### config.mk
export PLATFORM = sky130hd
export DESIGN_NAME = run_dump_controller_flat
export DESIGN_NICKNAME = d
export VERILOG_FILES = /design/src/rtl/run_dump_controller_if.sv /design/src/rtl/run_dump_controller.sv /design/src/flat_wrapper.sv
export SDC_FILE = /design/constraint.sdc
export NUM_CORES = 1
export LEC_CHECK = 0
export CORE_MARGIN = 2
export CORE_UTILIZATION = 55
export CTS_CLUSTER_SIZE = 30
export DETAILED_ROUTE_END_ITERATION = 8
export DONT_BUFFER_PORTS = 1
export GPL_ROUTABILITY_DRIVEN = 1
export PLACE_DENSITY = 0.66
export REMOVE_ABC_BUFFERS = 1
export SLEW_MARGIN = 30
export SYNTH_ARGS = -nofsm -noshare
export SYNTH_HDL_FRONTEND = slang
export SYNTH_SLANG_ARGS = --single-unit
### constraint.sdc
create_clock -name clk -period 5.25 [get_ports clk]
set_input_delay 0.2625 -clock clk [delete_from_list [all_inputs] [get_ports clk]]
set_output_delay 0.2625 -clock clk [all_outputs]
set_load 0.01 [all_outputs]
### src/rtl/run_dump_controller_if.sv
// Dump stream port: one word per valid/ready handshake, tagged with its
// source (memory or register) and address.
interface run_dump_controller_if #(
    parameter int DATA_W = 32,
    parameter int MEM_AW = 10
);
    logic              out_valid;
    logic              out_ready;
    logic [DATA_W-1:0] out_data;
    logic              out_is_reg;
    logic [MEM_AW-1:0] out_addr;
    logic              out_last;

    modport master (
        output out_valid, out_data, out_is_reg, out_addr, out_last,
        input  out_ready
    );

    modport slave (
        input  out_valid, out_data, out_is_reg, out_addr, out_last,
        output out_ready
    );
endinterface

### src/rtl/run_dump_controller.sv
// Run/observe controller: resets the CPU, runs it until halt or cycle budget,
// freezes it, then streams a memory window and a register subset out.
module run_dump_controller #(
    parameter int DATA_W     = 32,
    parameter int MEM_AW     = 10,
    parameter int REG_AW     = 5,
    parameter int CYC_W      = 24,
    parameter int RST_CYCLES = 2
) (
    input  logic                   clk,
    input  logic                   rst,
    input  logic                   start,
    input  logic [CYC_W-1:0]       timeout_cycles,
    input  logic [MEM_AW-1:0]      mem_base,
    input  logic [MEM_AW:0]        mem_words,
    input  logic [2**REG_AW-1:0]   reg_mask,
    input  logic                   halt,
    output logic                   cpu_rst,
    output logic                   cpu_run,
    output logic                   mem_rd_en,
    output logic [MEM_AW-1:0]      mem_rd_addr,
    input  logic [DATA_W-1:0]      mem_rd_data,
    output logic [REG_AW-1:0]      reg_rd_addr,
    input  logic [DATA_W-1:0]      reg_rd_data,
    run_dump_controller_if.master  dump,
    output logic                   busy,
    output logic                   done,
    output logic                   timed_out,
    output logic [CYC_W-1:0]       cycle_count
);
    localparam int NREG = 2**REG_AW;
    localparam int RCW  = $clog2(RST_CYCLES + 1);

    typedef enum logic [2:0] {
        S_IDLE, S_RST_CPU, S_RUN, S_DUMP_MEM, S_DUMP_REG, S_DONE
    } state_t;

    // Memory word sub-phases: issue read, capture data, hold for handshake.
    typedef enum logic [1:0] {P_REQ, P_WAIT, P_HOLD} phase_t;

    state_t              state_q, state_d;
    phase_t              ph_q;
    logic [RCW-1:0]      rst_cnt_q;
    logic [CYC_W-1:0]    cyc_q, to_q;
    logic                tmo_q;
    logic [MEM_AW-1:0]   base_q, addr_q;
    logic [MEM_AW:0]     words_q, k_q;
    logic [NREG-1:0]     mask_q, above;
    logic [REG_AW-1:0]   ridx_q;
    logic                ov_q, oreg_q, olast_q;
    logic [DATA_W-1:0]   odata_q;
    logic [MEM_AW-1:0]   oaddr_q;

    logic tmo_hit, run_exit, hs, mem_final, reg_final, regs_any;

    assign tmo_hit   = (to_q != '0) && (cyc_q == to_q - CYC_W'(1));
    assign run_exit  = halt || tmo_hit;
    assign hs        = ov_q && dump.out_ready;
    assign mem_final = (k_q == words_q - (MEM_AW+1)'(1));
    assign regs_any  = |mask_q;
    // Current register is the last one if no selected index lies above it.
    assign above     = mask_q >> ridx_q;
    assign reg_final = ~|above[NREG-1:1];

    assign mem_rd_addr     = addr_q;
    assign reg_rd_addr     = ridx_q;
    assign cycle_count     = cyc_q;
    assign timed_out       = tmo_q;
    assign dump.out_valid  = ov_q;
    assign dump.out_data   = odata_q;
    assign dump.out_is_reg = oreg_q;
    assign dump.out_addr   = oaddr_q;
    assign dump.out_last   = olast_q;

    // State register.
    always_ff @(posedge clk) begin
        if (rst) state_q <= S_IDLE;
        else     state_q <= state_d;
    end

    // Next-state and CPU/memory control decode.
    always_comb begin
        state_d   = state_q;
        cpu_rst   = 1'b1;
        cpu_run   = 1'b0;
        mem_rd_en = 1'b0;
        busy      = 1'b1;
        done      = 1'b0;
        case (state_q)
            S_IDLE, S_DONE: begin
                busy = 1'b0;
                done = (state_q == S_DONE);
                if (start) state_d = S_RST_CPU;
            end
            S_RST_CPU: begin
                if (rst_cnt_q == RCW'(RST_CYCLES - 1)) state_d = S_RUN;
            end
            S_RUN: begin
                cpu_rst = 1'b0;
                cpu_run = 1'b1;
                if (run_exit) begin
                    if (words_q != '0)  state_d = S_DUMP_MEM;
                    else if (regs_any)  state_d = S_DUMP_REG;
                    else                state_d = S_DONE;
                end
            end
            S_DUMP_MEM: begin
                cpu_rst   = 1'b0;
                mem_rd_en = (ph_q == P_REQ);
                if (hs && mem_final) state_d = regs_any ? S_DUMP_REG : S_DONE;
            end
            S_DUMP_REG: begin
                cpu_rst = 1'b0;
                if (hs && reg_final) state_d = S_DONE;
            end
            default: state_d = S_IDLE;
        endcase
    end

    // Config latch, cycle counting and dump datapath.
    always_ff @(posedge clk) begin
        if (rst) begin
            ph_q      <= P_REQ;
            rst_cnt_q <= '0;
            cyc_q     <= '0;
            to_q      <= '0;
            tmo_q     <= 1'b0;
            base_q    <= '0;
            addr_q    <= '0;
            words_q   <= '0;
            k_q       <= '0;
            mask_q    <= '0;
            ridx_q    <= '0;
            ov_q      <= 1'b0;
            oreg_q    <= 1'b0;
            olast_q   <= 1'b0;
            odata_q   <= '0;
            oaddr_q   <= '0;
        end else begin
            case (state_q)
                S_IDLE, S_DONE: begin
                    if (start) begin
                        to_q      <= timeout_cycles;
                        base_q    <= mem_base;
                        words_q   <= mem_words;
                        mask_q    <= reg_mask;
                        cyc_q     <= '0;
                        tmo_q     <= 1'b0;
                        rst_cnt_q <= '0;
                        ridx_q    <= '0;
                    end
                end
                S_RST_CPU: rst_cnt_q <= rst_cnt_q + RCW'(1);
                S_RUN: begin
                    if (cyc_q != '1) cyc_q <= cyc_q + CYC_W'(1);
                    if (run_exit) begin
                        tmo_q  <= !halt && tmo_hit;
                        k_q    <= '0;
                        addr_q <= base_q;
                        ridx_q <= '0;
                        ph_q   <= P_REQ;
                    end
                end
                S_DUMP_MEM: begin
                    case (ph_q)
                        P_REQ:  ph_q <= P_WAIT;
                        P_WAIT: begin
                            ov_q    <= 1'b1;
                            odata_q <= mem_rd_data;
                            oreg_q  <= 1'b0;
                            oaddr_q <= addr_q;
                            olast_q <= mem_final && !regs_any;
                            ph_q    <= P_HOLD;
                        end
                        default: begin
                            if (dump.out_ready) begin
                                ov_q    <= 1'b0;
                                olast_q <= 1'b0;
                                k_q     <= k_q + (MEM_AW+1)'(1);
                                addr_q  <= addr_q + MEM_AW'(1);
                                ph_q    <= P_REQ;
                            end
                        end
                    endcase
                end
                S_DUMP_REG: begin
                    if (!ov_q) begin
                        if (mask_q[ridx_q]) begin
                            ov_q    <= 1'b1;
                            odata_q <= reg_rd_data;
                            oreg_q  <= 1'b1;
                            oaddr_q <= MEM_AW'(ridx_q);
                            olast_q <= reg_final;
                        end else begin
                            ridx_q <= ridx_q + REG_AW'(1);
                        end
                    end else if (dump.out_ready) begin
                        ov_q    <= 1'b0;
                        olast_q <= 1'b0;
                        ridx_q  <= ridx_q + REG_AW'(1);
                    end
                end
                default: ;
            endcase
        end
    end
endmodule

### src/flat_wrapper.sv
// flat-port wrapper written by rule: the top's interface ports become plain ports
module run_dump_controller_flat 
#(
    parameter int DATA_W     = 32,
    parameter int MEM_AW     = 10,
    parameter int REG_AW     = 5,
    parameter int CYC_W      = 24,
    parameter int RST_CYCLES = 2
)
  (clk, rst, start, timeout_cycles, mem_base, mem_words, reg_mask, halt, cpu_rst, cpu_run, mem_rd_en, mem_rd_addr, mem_rd_data, reg_rd_addr, reg_rd_data, busy, done, timed_out, cycle_count, dump_out_valid, dump_out_data, dump_out_is_reg, dump_out_addr, dump_out_last, dump_out_ready);
  run_dump_controller_if #(.DATA_W(DATA_W), .MEM_AW(MEM_AW)) dump_i ();
  input  logic clk;
  input  logic rst;
  input  logic start;
  input  logic [CYC_W-1:0] timeout_cycles;
  input  logic [MEM_AW-1:0] mem_base;
  input  logic [MEM_AW:0] mem_words;
  input  logic [2**REG_AW-1:0] reg_mask;
  input  logic halt;
  output logic cpu_rst;
  output logic cpu_run;
  output logic mem_rd_en;
  output logic [MEM_AW-1:0] mem_rd_addr;
  input  logic [DATA_W-1:0] mem_rd_data;
  output logic [REG_AW-1:0] reg_rd_addr;
  input  logic [DATA_W-1:0] reg_rd_data;
  output logic busy;
  output logic done;
  output logic timed_out;
  output logic [CYC_W-1:0] cycle_count;
  output wire logic [$bits(dump_i.out_valid)-1:0] dump_out_valid;
  output wire logic [$bits(dump_i.out_data)-1:0] dump_out_data;
  output wire logic [$bits(dump_i.out_is_reg)-1:0] dump_out_is_reg;
  output wire logic [$bits(dump_i.out_addr)-1:0] dump_out_addr;
  output wire logic [$bits(dump_i.out_last)-1:0] dump_out_last;
  input wire logic [$bits(dump_i.out_ready)-1:0] dump_out_ready;
  assign dump_out_valid = dump_i.out_valid;
  assign dump_out_data = dump_i.out_data;
  assign dump_out_is_reg = dump_i.out_is_reg;
  assign dump_out_addr = dump_i.out_addr;
  assign dump_out_last = dump_i.out_last;
  assign dump_i.out_ready = dump_out_ready;
  run_dump_controller #(.DATA_W(DATA_W), .MEM_AW(MEM_AW), .REG_AW(REG_AW), .CYC_W(CYC_W), .RST_CYCLES(RST_CYCLES)) u_core (.clk(clk), .rst(rst), .start(start), .timeout_cycles(timeout_cycles), .mem_base(mem_base), .mem_words(mem_words), .reg_mask(reg_mask), .halt(halt), .cpu_rst(cpu_rst), .cpu_run(cpu_run), .mem_rd_en(mem_rd_en), .mem_rd_addr(mem_rd_addr), .mem_rd_data(mem_rd_data), .reg_rd_addr(reg_rd_addr), .reg_rd_data(reg_rd_data), .dump(dump_i), .busy(busy), .done(done), .timed_out(timed_out), .cycle_count(cycle_count));
endmodule
---- Word level (Yosys, flattened, before mapping) ----
Cells that the tools add are included.
storage, ports and cells
  logic and storage cells ................. 152
  output and inout bits ................... 90
  flip-flop bits (word level) ............. 180
operators by class
  add/subtract/negate cells ............... 7
  reductions and logical operators ........ 35
  magnitude comparators ................... 1
  eq/ne operators ......................... 27
  multiplexer cells ....................... 64
  shift operators ......................... 1
operators by type and width
  cell                   number
  $mux 32                3
  $pmux 32 s2            1
  $mux 10                6
  $mux 24                2
  $pmux 24 s2            1
  $pmux 10 s2            2
  $mux 11                3
  $reduce_or 32->1       1
  $shr 32x5->32          1
  $reduce_or 31->1       1
  $mux 5                 5
  $add 24x1->24 const B  1
  $eq 24x24->1           1
  $ne 24x24->1 const B   1
  $reduce_bool 24->1     1
  $sub 24x1->24 const B  1
  $pmux 11 s2            1
  $mux 1                 19
  $mux 3                 6
  $pmux 3 s5             1
  $pmux 5 s3             1
  $reduce_and 3->1       5
  $ne 2x1->1 const B     7
  $pmux 1 s2             6
  32 further kinds       58

---- Longest topological paths before layout ----
  depth in word-level cells ............... 6
  mapped depth ............................ 12

---- Least setup slack after synthesis ----
No wires, ideal clock.
  path type ............................... register to register
  from .................................... reg u_core.words_q[0]
  to ...................................... reg u_core.state_q[2]
  path buffers ............................ 0
  arrival time ............................ 3261 ps
  cell stages (with the launch flop) ...... 11
  data required time ...................... 5180 ps
  setup slack ............................. 1919 ps
  cell sequence ........................... dfxtp_1 > inv_1 > ha_1 > or4b_2 > or4b_2 > xnor2_1 > nor4_1 > o2111ai_1 > o21a_1 > or4b_1 > a21oi_1
between the ends
  word-level cells in the longest chain between the ends .. 5
  elaborated cells on any way between the ends .. 9
  classes of those cells .................. 1 x add/sub; 2 x eq/ne; 3 x mux; 3 x reduce/logical
ends and longest elaborated chain
  item                        line                        source
  start, declared             run_dump_controller.sv:47   logic [MEM_AW:0] words_q, k_q;
  start signal, assigned      run_dump_controller.sv:145  words_q <= mem_words;
  $sub 11x1->11               run_dump_controller.sv:59   assign mem_final = (k_q == words_q - (MEM_AW+1)'(1));
  $eq 11x11->1                run_dump_controller.sv:59
  $logic_and 1x1->1           run_dump_controller.sv:110  if (hs && mem_final) state_d = regs_any ? S_DUMP_REG : S_DONE;
  $ne 2x1->1 (no line)        --
  $reduce_and 5->1 (no line)  --
  end signal, assigned        run_dump_controller.sv:78   else state_q <= state_d;
  end, declared               run_dump_controller.sv:41   state_t state_q, state_d;
Several ways; a longest one is shown, not always the timed one. The select of a mux whose other input is x is not followed.
A chain may end at the register's enable or synchronous reset.

---- Final worst setup path ----
  from .................................... reg u_core.state_q[1]
  to ...................................... reg u_core.odata_q[3] (netlist: u_core.dump.out_data[3])
between the ends
  word-level cells in the longest chain between the ends .. 3
  elaborated cells on any way between the ends .. 8
  classes of those cells .................. 5 x eq/ne; 1 x mux; 2 x reduce/logical
ends and longest elaborated chain
  item                                                line                        source
  $eq 3x3->1 / $eq 3x2->1 (equally long branches)     run_dump_controller.sv:140  case (state_q)
  $ne 2x2->1 (no line), or another cell as far along  --
  $reduce_and 4->1 (no line)                          --
  end signal, assigned                                run_dump_controller.sv:169  odata_q <= mem_rd_data;
  end signal, assigned                                run_dump_controller.sv:190  odata_q <= reg_rd_data;
  end, declared                                       run_dump_controller.sv:51   logic [DATA_W-1:0] odata_q;
Several ways; a longest one is shown, not always the timed one.

==> impl_metrics.py <==
metrics = {
    "synthesis": {
        "synth_compound_area_share_pct": 21.07,
        "syn_avg_cell_area_um2": 7.661,
        "ys.warnings.count": 0,
        "yosysTopAreaCellShare_pct": 36.49,
        "yosys-mux-area-fraction_pct": 3.675,
        "main_combinational_cell_family_by_area_after_synthesis": "simple AND/OR/NAND/NOR gates",
        "xor_xnor_share_of_the_synthesized_area_pct": 5.905,
        "synth.ff_latch_count": 180,
        "synth_enable_flop_cells": 0,
        "synthMostInstantiatedCell": "nand2_1",
        "cell_area_after_synthesis_um2": 9874,
        "ys.flop_type": "dfxtp_1",
        "synth_async_sr_flop_share_pct": 0,
        "yosys.area.top_type": "dfxtp_1",
        "synth-simple-area-share_pct": 27.62,
        "post_synth_main_area_contributors": "dfxtp_1, nand2_1, a21oi_1",
        "synth_cell_types": 77,
        "synthAdderAreaFrac_pct": 0.8870,
        "ys_seq_area_share_pct": 36.49,
        "synthCells": 1289,
        "netlist_top_cells_count": "nand2_1, dfxtp_1, a21oi_1",
    },
    "placement": {
        "detailed_place_hpwl_um": 18700,
        "globalplace.congestion": 0.8566,
        "dpl-instance-area_um2": 9926,
        "buffer_ports.inserted": 0,
    },
    "timing": {
        "rsz0062_at_grt": "no",
        "finalSetupViolations": 0,
        "finalCritPeriodShare_pct": 84.64,
        "timing_max_transition_violations_final": 0,
        "worst_pin_slew_ps": 973.4,
        "fin_tns_setup_ps": 0,
        "skew_ps": 13.11,
        "achievable-frequency_mhz": 225.0,
        "slew-limit-headroom_pct": 35.02,
        "finalHoldViolCount": 0,
        "finalCriticalPeriod_ps": 4444,
    },
    "floorplan": {
        "initial_utilization_pct": 56.70,
        "fp.coreArea_um2": 17420,
        "chip_width_um": 138.0,
        "fp.dieArea_um2": 19040,
        "die_h_um": 138.0,
        "rows": 48,
        "ios": 236,
    },
    "power_and_ir_drop": {
        "clock_power_share_pct": 24.6,
        "power.ir.vdd_worst_v": 0.0003351,
        "internal_power_uw": 2931,
        "power.net_switching_uw": 2049,
        "switching_share_pct": 41.15,
        "seq_power_share_pct": 37.3,
        "comb_power_share_pct": 38.1,
        "power_leakage_uw": 0.004253,
        "power.density_nw_per_um2": 417.7,
    },
    "clock_tree": {
        "clock_tree.root_cell": "clkbuf_16",
        "tritoncts_clock_tree": "yes",
        "max_clock_buf_depth": 2,
        "clk_transition_reported_paths_ps": 70,
        "cts_made_buffers": 17,
        "cts-htree-levels": 4,
        "cts.sink_count": 180,
        "post_cts_resized": 0,
        "worstSkewPairLatency_ps": 450,
        "post-cts-setup-buffers": 0,
    },
    "grt": {
        "grt_pass1_wl_um": 46460,
        "grt_overflow": 0,
        "grt_pass1_vias": 8959,
        "antenna_found_initial": 1,
        "maximum_number_of_pins_on_one_net_before_global_route_repair": 147,
        "total_track_usage_pct": 30.94,
    },
    "cells_and_area": {
        "post_route_cells_drive_above_1_share_pct": 6.069,
        "post-route-util_pct": 68.44,
        "fill_cells": 1463,
        "design.final.nets": 1524,
        "final_area_um2": 11920,
        "syn_to_final_growth_pct": 20.72,
    },
    "drt": {
        "via_count": 9846,
        "via_density_per_instance": 6.116,
        "routed_wirelength_um": 29910,
        "post_drt_wl_per_cell_um": 18.58,
        "postRouteAntennaNets": 0,
        "drt_pre_antenna_iters": 8,
        "detailedRoute.firstIterationViolations": 741,
        "route.detailed.drc": 0,
    },
    "setup_path": {
        "worstSetupStartpointType": "flop",
        "crit_path_max_incr_delay_ps": 680,
        "endpoint_kind": "flop",
        "timing.critical_path.max_delay_family": "simple AND/OR/NAND/NOR gates",
        "critical-path-slowest-cell": "nor2b_1",
        "critPathRequiredTime_ps": 5630,
        "critical_path.cell_chain": "nor2b_1, nand2_1, nor2_1, nand2_1, nand2_2, buf_4, nor2_1, a311oi_1, dlygate4sd3_1",
        "cp_data_arrival_time_ps": 4820,
        "worst-path-buf-inv": 2,
        "crit_type": "reg2reg",
        "path_max_fanout": 44,
    },
    "min_path": {
        "worstHoldPathType": "in2reg",
    },
    "outcome": {
        "run_status": "completed",
    },
    "flow_run": {
        "cap_violations": 0,
    },
}
-- cell families after synthesis --
| kind of cell | Yosys count |
|---|---|
| adders and majority gates | 7 |
| and+or+nand+nor | 588 |
| muxes | 20 |
| buffers and inverters | 110 |
| AOI/OAI and AO/OA | 319 |
| xor gates and xnor gates | 65 |
| DFF | 180 |
-- worst register-to-register path, cell delays in order, from the launching register on --
cell and delay (ps):
dfxtp_1 480, nor2b_1 680, nand2_1 650, nor2_1 310
nand2_1 140, nand2_2 520, buf_4 530, nor2_1 100
a311oi_1 370, dlygate4sd3_1 620
-- metrics by stage --
stage / hold WS (ps) / cells / setup slack (ps) / total power (uW)
floorplan: 331.6 / 1200 / 356.0 / 3162
global placement: 341.6 / 1435 / 1557 / 3629
detailed placement: 344.0 / 1435 / 1450 / 3660
CTS: 2.192 / 1609 / 922.6 / 4973
global route: 3.090 / 1610 / 468.0 / 5284
finish: 1.995 / 1610 / 806.5 / 4979
-- layout by cell type (no fill, tap or decap), types with 12 or more instances in the layout --
cell	n
nor3_1	16
nand2b_1	12
clkbuf_16	17
xnor2_1	27
xor2_1	37
or3_1	18
inv_1	21
a311oi_1	39
o31ai_1	23
a21oi_1	139
or4_1	16
nor2_1	104
nand3_1	48
dlygate4sd3_1	141
nor4_1	13
o21ai_0	33
nand2_1	289
dfxtp_1	179
mux4_2	13
-- layer usage --
metal	GRT usage (%)	wire length [um]	up-vias
met5	0	0	-
met4	9.580	613	0
met3	9.137	2526	55
met2	51.79	14410	411
met1	38.41	12360	4586
li1	-	-	4794
-- area by class of cell --
| class | instances | area [um^2] | area share, % |
|---|---|---|---|
| sequential | 180 | 3607 | 30.26 |
| clock buffer | 18 | 429.2 | 3.600 |
| antenna | 1 | 2.502 | 0.02099 |
| clock inverter | 14 | 121.4 | 1.018 |
| tap | 225 | 281.5 | 2.362 |
| inverter | 21 | 78.83 | 0.6613 |
| timing repair buffer | 152 | 1514 | 12.70 |
| multi-input combinational | 999 | 5886 | 49.38 |
-- worst paths after layout --
kind                                         start                      end  slack (ps)  depth (start not counted)
worst min-delay path            timeout_cycles[11]          u_core.to_q[11]           2                          2
worst min register to register    u_core.base_q[5]         u_core.base_q[5]         450                          2
worst max register to register   u_core.state_q[1]  u_core.dump.out_data[3]         810                          9
worst max-delay path             u_core.state_q[1]  u_core.dump.out_data[3]         810                          9
-- power by group through the flow --
stage	Sequential, uW	Clock [uW]	Combinational, uW
finish	1860	1220	1900
global route	1890	1290	2110
CTS	1850	1240	1880
detailed placement	1880	0	1780
global placement	1880	0	1750
floorplan	1780	0	1380
-- what timing repair did --
item                       4_1_cts  5_1_grt
hold buffers                   142        0
setup endpoints to repair        0        0
hold endpoints to repair       146        0
No activity file was read; power rests on OpenSTA's default activity.
